File: src/rtl/mem_resp_pkg.sv
// Shared types and constants for the memory response router: load funct3 codes,
// address-mux select encoding and the per-request tag recorded at issue time.
package mem_resp_pkg;

    localparam logic [2:0] LB  = 3'b000;
    localparam logic [2:0] LH  = 3'b001;
    localparam logic [2:0] LW  = 3'b010;
    localparam logic [2:0] LD  = 3'b011;
    localparam logic [2:0] LBU = 3'b100;
    localparam logic [2:0] LHU = 3'b101;
    localparam logic [2:0] LWU = 3'b110;

    localparam logic SEL_FETCH = 1'b0;
    localparam logic SEL_LOAD  = 1'b1;

    typedef struct packed {
        logic       sel;
        logic [2:0] addr_lsb;
        logic [2:0] funct3;
    } req_tag_t;

endpackage

File: src/rtl/req_tag_fifo.sv
// Synchronous FIFO of request tags; one entry per outstanding memory read.
// Full/empty derive from the registered count only, so there is no same-cycle bypass.
module req_tag_fifo
    import mem_resp_pkg::*;
#(
    parameter int unsigned DEPTH = 4
) (
    input  logic     clk_i,
    input  logic     rst_i,
    input  logic     push_i,
    input  req_tag_t wdata_i,
    input  logic     pop_i,
    output req_tag_t rdata_o,
    output logic     full_o,
    output logic     empty_o
);

    localparam int unsigned PW = $clog2(DEPTH);
    localparam int unsigned CW = PW + 1;

    req_tag_t        mem_q [DEPTH];
    logic [PW-1:0]   wr_ptr_q, wr_ptr_d;
    logic [PW-1:0]   rd_ptr_q, rd_ptr_d;
    logic [CW-1:0]   count_q, count_d;
    logic            push_ok, pop_ok;

    assign full_o  = (count_q == CW'(DEPTH));
    assign empty_o = (count_q == '0);
    assign push_ok = push_i & ~full_o;
    assign pop_ok  = pop_i & ~empty_o;
    assign rdata_o = mem_q[rd_ptr_q];

    // DEPTH is a power of two, so pointer overflow is the modulo wrap.
    always_comb begin
        wr_ptr_d = wr_ptr_q;
        rd_ptr_d = rd_ptr_q;
        count_d  = count_q;
        if (push_ok) begin
            wr_ptr_d = wr_ptr_q + PW'(1);
        end
        if (pop_ok) begin
            rd_ptr_d = rd_ptr_q + PW'(1);
        end
        case ({push_ok, pop_ok})
            2'b10:   count_d = count_q + CW'(1);
            2'b01:   count_d = count_q - CW'(1);
            default: count_d = count_q;
        endcase
    end

    always_ff @(posedge clk_i) begin
        if (rst_i) begin
            wr_ptr_q <= '0;
            rd_ptr_q <= '0;
            count_q  <= '0;
        end else begin
            wr_ptr_q <= wr_ptr_d;
            rd_ptr_q <= rd_ptr_d;
            count_q  <= count_d;
        end
    end

    always_ff @(posedge clk_i) begin
        if (push_ok) begin
            mem_q[wr_ptr_q] <= wdata_i;
        end
    end

endmodule

File: src/rtl/mem_resp_router.sv
// Routes in-order memory read responses to the instruction or load-data output,
// aligning and extending load data using the tag recorded when the request issued.
module mem_resp_router
    import mem_resp_pkg::*;
#(
    parameter int unsigned DATA_WIDTH = 64,
    parameter int unsigned DEPTH      = 4
) (
    input  logic                  clk,
    input  logic                  arst,
    input  logic                  i_req_valid,
    input  logic                  i_req_sel,
    input  logic [2:0]            i_req_addr_lsb,
    input  logic [2:0]            i_req_funct3,
    output logic                  o_req_ready,
    input  logic                  i_resp_valid,
    input  logic [DATA_WIDTH-1:0] i_resp_data,
    output logic                  o_resp_ready,
    output logic [31:0]           o_instr,
    output logic                  o_instr_valid,
    output logic [63:0]           o_load_data,
    output logic                  o_load_valid,
    output logic                  o_err
);

    req_tag_t push_tag, head_tag;
    logic     full, empty, push, pop;

    logic [DATA_WIDTH-1:0] shifted;
    logic [31:0]           fetch_word;
    logic [63:0]           load_ext;
    logic                  load_bad;
    logic                  fetch_bad;

    logic [31:0] instr_q, instr_d;
    logic        instr_valid_q, instr_valid_d;
    logic [63:0] load_q, load_d;
    logic        load_valid_q, load_valid_d;
    logic        err_q, err_d;

    assign o_req_ready  = ~full;
    assign o_resp_ready = ~empty;
    assign push         = i_req_valid & o_req_ready;
    assign pop          = i_resp_valid & o_resp_ready;

    assign push_tag = '{sel: i_req_sel, addr_lsb: i_req_addr_lsb, funct3: i_req_funct3};

    req_tag_fifo #(
        .DEPTH (DEPTH)
    ) u_tag_fifo (
        .clk_i   (clk),
        .rst_i   (arst),
        .push_i  (push),
        .wdata_i (push_tag),
        .pop_i   (pop),
        .rdata_o (head_tag),
        .full_o  (full),
        .empty_o (empty)
    );

    // The right shift zero-fills, which gives misaligned loads their zeroed upper bytes.
    always_comb begin
        shifted    = i_resp_data >> {head_tag.addr_lsb, 3'b000};
        fetch_word = head_tag.addr_lsb[2] ? i_resp_data[63:32] : i_resp_data[31:0];
        fetch_bad  = (head_tag.addr_lsb[1:0] != 2'b00);
        load_ext   = '0;
        load_bad   = 1'b0;
        case (head_tag.funct3)
            LB:  load_ext = {{56{shifted[7]}}, shifted[7:0]};
            LH: begin
                load_ext = {{48{shifted[15]}}, shifted[15:0]};
                load_bad = head_tag.addr_lsb[0];
            end
            LW: begin
                load_ext = {{32{shifted[31]}}, shifted[31:0]};
                load_bad = (head_tag.addr_lsb[1:0] != 2'b00);
            end
            LD: begin
                load_ext = shifted[63:0];
                load_bad = (head_tag.addr_lsb != 3'b000);
            end
            LBU: load_ext = {56'd0, shifted[7:0]};
            LHU: begin
                load_ext = {48'd0, shifted[15:0]};
                load_bad = head_tag.addr_lsb[0];
            end
            LWU: begin
                load_ext = {32'd0, shifted[31:0]};
                load_bad = (head_tag.addr_lsb[1:0] != 2'b00);
            end
            default: begin
                load_ext = '0;
                load_bad = 1'b1;
            end
        endcase
    end

    always_comb begin
        instr_d       = instr_q;
        instr_valid_d = 1'b0;
        load_d        = load_q;
        load_valid_d  = 1'b0;
        err_d         = err_q;
        // A response with nothing outstanding is left unconsumed but flagged.
        if (i_resp_valid && empty) begin
            err_d = 1'b1;
        end
        if (pop) begin
            if (head_tag.sel == SEL_FETCH) begin
                instr_d       = fetch_word;
                instr_valid_d = 1'b1;
                if (fetch_bad) begin
                    err_d = 1'b1;
                end
            end else begin
                load_d       = load_ext;
                load_valid_d = 1'b1;
                if (load_bad) begin
                    err_d = 1'b1;
                end
            end
        end
    end

    always_ff @(posedge clk) begin
        if (arst) begin
            instr_q       <= '0;
            instr_valid_q <= 1'b0;
            load_q        <= '0;
            load_valid_q  <= 1'b0;
            err_q         <= 1'b0;
        end else begin
            instr_q       <= instr_d;
            instr_valid_q <= instr_valid_d;
            load_q        <= load_d;
            load_valid_q  <= load_valid_d;
            err_q         <= err_d;
        end
    end

    assign o_instr       = instr_q;
    assign o_instr_valid = instr_valid_q;
    assign o_load_data   = load_q;
    assign o_load_valid  = load_valid_q;
    assign o_err         = err_q;

endmodule

File: config.mk
export PLATFORM = sky130hd
export DESIGN_NAME = mem_resp_router
export DESIGN_NICKNAME = d
export VERILOG_FILES = /design/src/rtl/mem_resp_pkg.sv /design/src/rtl/req_tag_fifo.sv /design/src/rtl/mem_resp_router.sv
export SDC_FILE = /design/constraint.sdc
export NUM_CORES = 1
export LEC_CHECK = 0
export CAP_MARGIN = 20
export CORE_ASPECT_RATIO = 0.6
export CORE_MARGIN = 2
export CORE_UTILIZATION = 45
export CTS_CLUSTER_DIAMETER = 200
export DETAILED_ROUTE_END_ITERATION = 8
export PLACE_DENSITY_LB_ADDON = 0.3
export SETUP_SLACK_MARGIN = 0.4
export SYNTH_ARGS = -nofsm -noshare
export SYNTH_HDL_FRONTEND = slang
export SYNTH_SLANG_ARGS = --single-unit
File: constraint.sdc
create_clock -name clk -period 7.5 [get_ports clk]
set_clock_uncertainty 0.05 [all_clocks]
set_input_delay 0.75 -clock clk [delete_from_list [all_inputs] [get_ports clk]]
set_output_delay 0.75 -clock clk [all_outputs]
set_load 0.02 [all_outputs]
== Word-level counts from Yosys, hierarchy flattened ==
Memories as Yosys holds them, arrays and structs flattened. A register that Yosys moved wholly into a read port is not among the register bits.
Cells that the tools add are included.

* Bits in writable memories: 28
* Output and inout port bits: 101
* Register bits: 106
* Bits of input ports: 75
* Memories: 1

* Bitwise gates (word level): 8
* Reductions and logical operators: 12
* $add $sub $neg: 4
* Eq/ne operators: 9
* Mux-type cells: 15
* Shift-type cells: 1

{| class="wikitable"
|+ Memory list
! memory !! depth !! bits a word !! read ports !! clocked after Yosys merged registers in !! write ports !! line !! text
|-
| u_tag_fifo.mem_q || 4 || 7 || 1 || 1 || 1 || req_tag_fifo.sv:21 || <nowiki>req_tag_t mem_q [DEPTH];</nowiki>
|}

{| class="wikitable"
|+ Operators with widths
! cell !! number
|-
| 64-bit one-hot mux with 7 select lines || 1
|-
| 64-bit by 6-bit right shift with 64-bit output || 1
|-
| 32-bit two-way mux || 1
|-
| 3-bit equality test, second input constant || 4
|-
| 1-bit two-way mux || 9
|-
| 2-bit OR reduction || 4
|-
| 3-bit by 2-bit equality test with 1-bit output, second input constant || 2
|-
| 3-bit logical NOT || 2
|-
| 3-bit one-hot mux with 2 select lines || 1
|-
| 2-bit by 1-bit adder with 2-bit output, second input constant || 2
|-
| 1-bit AND || 4
|-
| 2-bit two-way mux || 2
|-
| 1-bit NOT || 4
|-
| 1-bit one-hot mux with 4 select lines || 1
|-
| 2-bit AND reduction || 2
|-
| 2-bit nonzero test || 2
|-
| 3-bit by 1-bit adder with 3-bit output, second input constant || 1
|-
| 3-bit by 1-bit equality test with 1-bit output, second input constant || 1
|-
| 3-bit nonzero test || 1
|-
| 3-bit by 1-bit subtractor with 3-bit output, second input constant || 1
|-
| 2-bit by 1-bit equality test with 1-bit output, second input constant || 1
|-
| 2-bit equality test, second input constant || 1
|-
| 1-bit logical AND || 1
|}

== Longest topological paths before layout ==
* Word-level depth: 6
* Mapped depth: 10
* Mapped depth without buffers: 10

== Cells and area by module ==
Synthesis repeated with hierarchy kept, for this count alone.

* Cells, all modules: 748
* Area, all modules: 7,703.6 um^2

{| class="wikitable"
|+ By module, submodules not included
! module !! instances !! cells each !! area each (um^2)
|-
| mem_resp_router || 1 || 657 || 6,211.0
|-
| req_tag_fifo || 1 || 91 || 1,492.7
|}

== Worst setup path before layout ==
OpenSTA, ideal clock, no wires.

* Kind: reg-to-reg
* From: reg with a tool-made name
* To: reg load_q[10] (netlist: o_load_data[10])
* Stages on the path, launching flop included: 9
* Setup slack: 4,867 ps
* Buffers on the path: 2
* Arrival time: 2,463 ps
* Library setup time: 120 ps
* Cell sequence: dfxtp_1 -> buf_6 -> mux4_2 -> ha_1 -> o41ai_4 -> nor2_1 -> and2_1 -> clkbuf_1 -> a211o_1

{| class="wikitable"
|+ RTL lines
! item !! line !! text
|-
| to (signal assigned) || mem_resp_router.sv:135 || <nowiki>load_q <= load_d;</nowiki>
|-
| to (decl) || mem_resp_router.sv:37 || <nowiki>logic [63:0] load_q, load_d;</nowiki>
|}

==> results.md <==
- The run finished with clean final reports.
- Clock-pin slew was measured on the worst setup and hold paths at 0.06 ns.
- Measured against its own limit, the worst slew margin works out to 0.2544.
- The final setup violation count is 0.
- The count of flip-flops with a built-in enable after synthesis is 28.
- The worst hold path terminates at o_err$_SDFF_PP0_.
- The worst hold path startpoint is o_err$_SDFF_PP0_.
- TritonCTS built the clock tree.
- Of all nets on the critical path, the largest fanout is 16.
- Setup repair after global routing left no endpoint under its margin.
- For the final routed database, the setup TNS stands at 0 ns.
- The layout cell share with drive strength beyond 1 is 0.06469.
- The number of antenna violations at the first check in global routing was 1.
- The core region is 15,330 sq um.
- After detailed routing, the average wire length per cell comes to 21.51 um.
- TritonCTS created 17 clock buffers.
- The floorplan die height is 101.0 um.
- The routed layout has 6,817 vias.
- In the post-synthesis netlist, the biggest area contributors are dfxtp_1, edfxtp_1, mux2i_1.
- The worst register-to-register path ends at o_load_data[28]$_SDFFE_PP0P_.
- The number of distinct standard cells referenced by the synthesized netlist is 52.
- The total die area is 16,740 sq um.
- The final estimated routing congestion in global placement is 0.9665.
- The mean instance size in the synthesized netlist is 8.926 sq um.
- The most frequently used flop master after synthesis is dfxtp_1.
- Max-cap violations in this run came to 0.
- The tree is rooted in a clkbuf_16.
- In the routed design, unresolved DRC markers number 0.
- The remaining global-route overflow is 0.
- In this run the post-CTS setup repair buffer count came out at 0.
- The worst reg-to-reg path cell count is 6.
- The fraction of registers with async set/reset is 0.
- The synthesis-stage register bit count is 136.
- The number of antenna diodes in the final layout is 0.
- The worst hold slack is 0.3999 ns.
- The type of origin of the critical path is a register.
- The first global-routing pass estimated 37,090 um of wire.
- The number of nets produced by synthesis is 877.
- The CTS sink count is 136.
- The final-report max-slew violation count came to 0.
- The post-route fraction of the period consumed by the critical path is 0.4959.
- For this run, the number of Yosys warnings is 0.
- The time the final worst path needs with I/O delays and setup is 3.719 ns.
- The combined area of all synthesized cells is 7061 sq um.
- The final count of hold timing violations is 0.
- The count of nets left with antenna violations once routing finished came out at 0.
- The pin count of the biggest net entering global routing is 68.
- The number of cells produced by synthesis is 791.
- The start-to-end type of the worst setup path is register to register.
- The initial utilization of the core area, before any placement, comes to 0.4607.
- In this run the horizontal extent of the chip is 165.7 um.
- The register area share after synthesis is 0.4253.
- For this block, the initial DRC count from the detailed router was 935.
- For the pin with the worst max-slew slack, the measured transition is 1.114 ns.
- nand2_1 is the most common cell in the netlist.
- The kind of end point of the critical path is a register.
- The slack of the worst reg-to-reg path is 3.78 ns.
- The detail-routed via count per cell is 5.949.
- The detailed-route wire length is 24,650 um.
- The pre-antenna-repair detailed-routing pass consisted of 6 iterations.
- The H-tree depth is 4.
- In this run the core area contains 35 standard-cell rows.
- The fmax is 268.9 MHz.
- The clock insertion delay at the later pin of the skew report is 0.42 ns.
- The area growth from synthesis to layout is 34.36%.
- The power density over the cells is 351.8 nW/um^2.
- Along the worst hold path, the cell count comes to 2.
- The worst voltage drop across the vdd grid is 0.1727 mV.
- Measured on the finished design, the core utilization comes to 0.6189.
- The data arrival time of the critical path is 3.96 ns.
- At the end of the flow, the number of nets in the layout was 1,016.
- In this run the count of I/O pins placed on the die edge is 176.
- At the worst endpoint, the required time is 7.74 ns.
- The commonest cells after synthesis are nand2_1, dfxtp_1, mux2i_1.
- After clock tree synthesis, the flow added hold-fix buffers numbering 0.
- The number of global-route vias before repair is 6,222.
- For this run, the total global-route usage over all layers was measured as 0.2920.
- The cell taking the most area after synthesis is dfxtp_1.
- The path type of the worst min-delay path is register to register.
- In this run the static leakage power is 3.831 nW.
- Input and output buffers added on the ports amount to 175.
- The proportion of netlist area held by the largest area contributor is 0.3062.
- The post-detailed-placement half-perimeter wirelength is 17,540 um.
- The longest clock path from root to sink contains 2 buffers.
- Gates resized during post-CTS repair numbered 0.
[through the flow]
step	cell area [sq um]	std cells	total power [mW]	setup slack (ns)
finish	9487	1146	3.337	3.781
detailed placement	8843	1112	2.431	3.864
global route	9487	1146	3.489	3.627
global placement	8823	1111	2.415	3.709
CTS	9439	1144	3.284	3.887
floorplan	7061	791	1.940	4.867
[worst max-delay path: stages, from the launching register on]
cell	delay, ns
dfxtp_1	0.66
mux4_2	0.63
ha_1	0.33
o41ai_4	0.97
nor2_1	0.52
a32oi_1	0.35
nand2_1	0.07
[area by class of cell]
cell class              count  area, sq um
repair buffers            183         1852
multi-input cells         578         3730
flip-flops and latches    136         3003
clock inverters            13        131.4
clock buffers              19        464.2
well taps                 203        254.0
fillers                  1306         5841
inverters                  14        52.55
[worst max path at each step]
stage / from / to / depth (start not counted)
6_report: register / o_load_data[28]$_SDFFE_PP0P_ / 6
5_1_grt: register / o_load_data[61]$_SDFFE_PP0P_ / 7
4_1_cts: register / o_load_data[28]$_SDFFE_PP0P_ / 6
3_5_place_dp: arst / o_load_data[18]$_SDFFE_PP0P_ / 7
3_3_place_gp: register / o_load_data[17]$_SDFFE_PP0P_ / 7
2_1_floorplan: register / o_load_data[10]$_SDFFE_PP0P_ / 8
[flip-flops by register name, indices dropped and copies added (netlist names), named ones only]
name / flops
o_load_data: 64
o_instr: 32
u_tag_fifo.mem_q: 28
u_tag_fifo.count_q: 3
u_tag_fifo.rd_ptr_q: 2
u_tag_fifo.wr_ptr_q: 2
o_err: 1
o_instr_valid: 1
o_load_valid: 1
[power by group]
part	switching, mW	internal, mW	leakage (nW)	total, mW
clock	0.354	0.493	0.291	0.847
sequential	0.0842	0.867	1.13	0.951
combinational	0.946	0.592	2.41	1.54
total	1.38	1.95	3.83	3.34
[cell usage in the layout (no fill, tap or decap), drive strengths merged, types with 9 or more instances in the layout]
master | Yosys | routed
o22ai | 11 | 11
buf | 31 | 9
o21ai | 48 | 48
clkbuf | 32 | 19
a21oi | 34 | 34
mux2i | 81 | 81
a221oi | 16 | 16
and2 | 11 | 11
a311oi | 22 | 22
inv | 14 | 20
dfxtp | 108 | 108
nand2 | 155 | 155
nand3 | 23 | 23
nor2 | 66 | 66
edfxtp | 28 | 28
ha | 10 | 10
clkdlybuf4s50 | 0 | 174
[kinds of logic (layout without fill, tap and decap cells)]
logic type	count (synthesis)	count (layout)	synth area share
AO/OA/AOI/OAI	179	179	0.1754
AND/OR/NAND/NOR	289	289	0.1742
adder cells (fa/ha/maj)	11	11	0.02056
flip-flops	136	136	0.4253
multiplexers	94	94	0.1473
XOR/XNOR	5	5	0.006204
buffers and inverters	77	229	0.05104
[layer usage]
layer | GRT usage | share of wire
met1 | 0.4462 | 0.46
met2 | 0.3750 | 0.39
met4 | 0.07826 | 0.012
met3 | 0.1084 | 0.14
met5 | 0 | 0
Note: power is estimated with default switching activity, not from simulation.
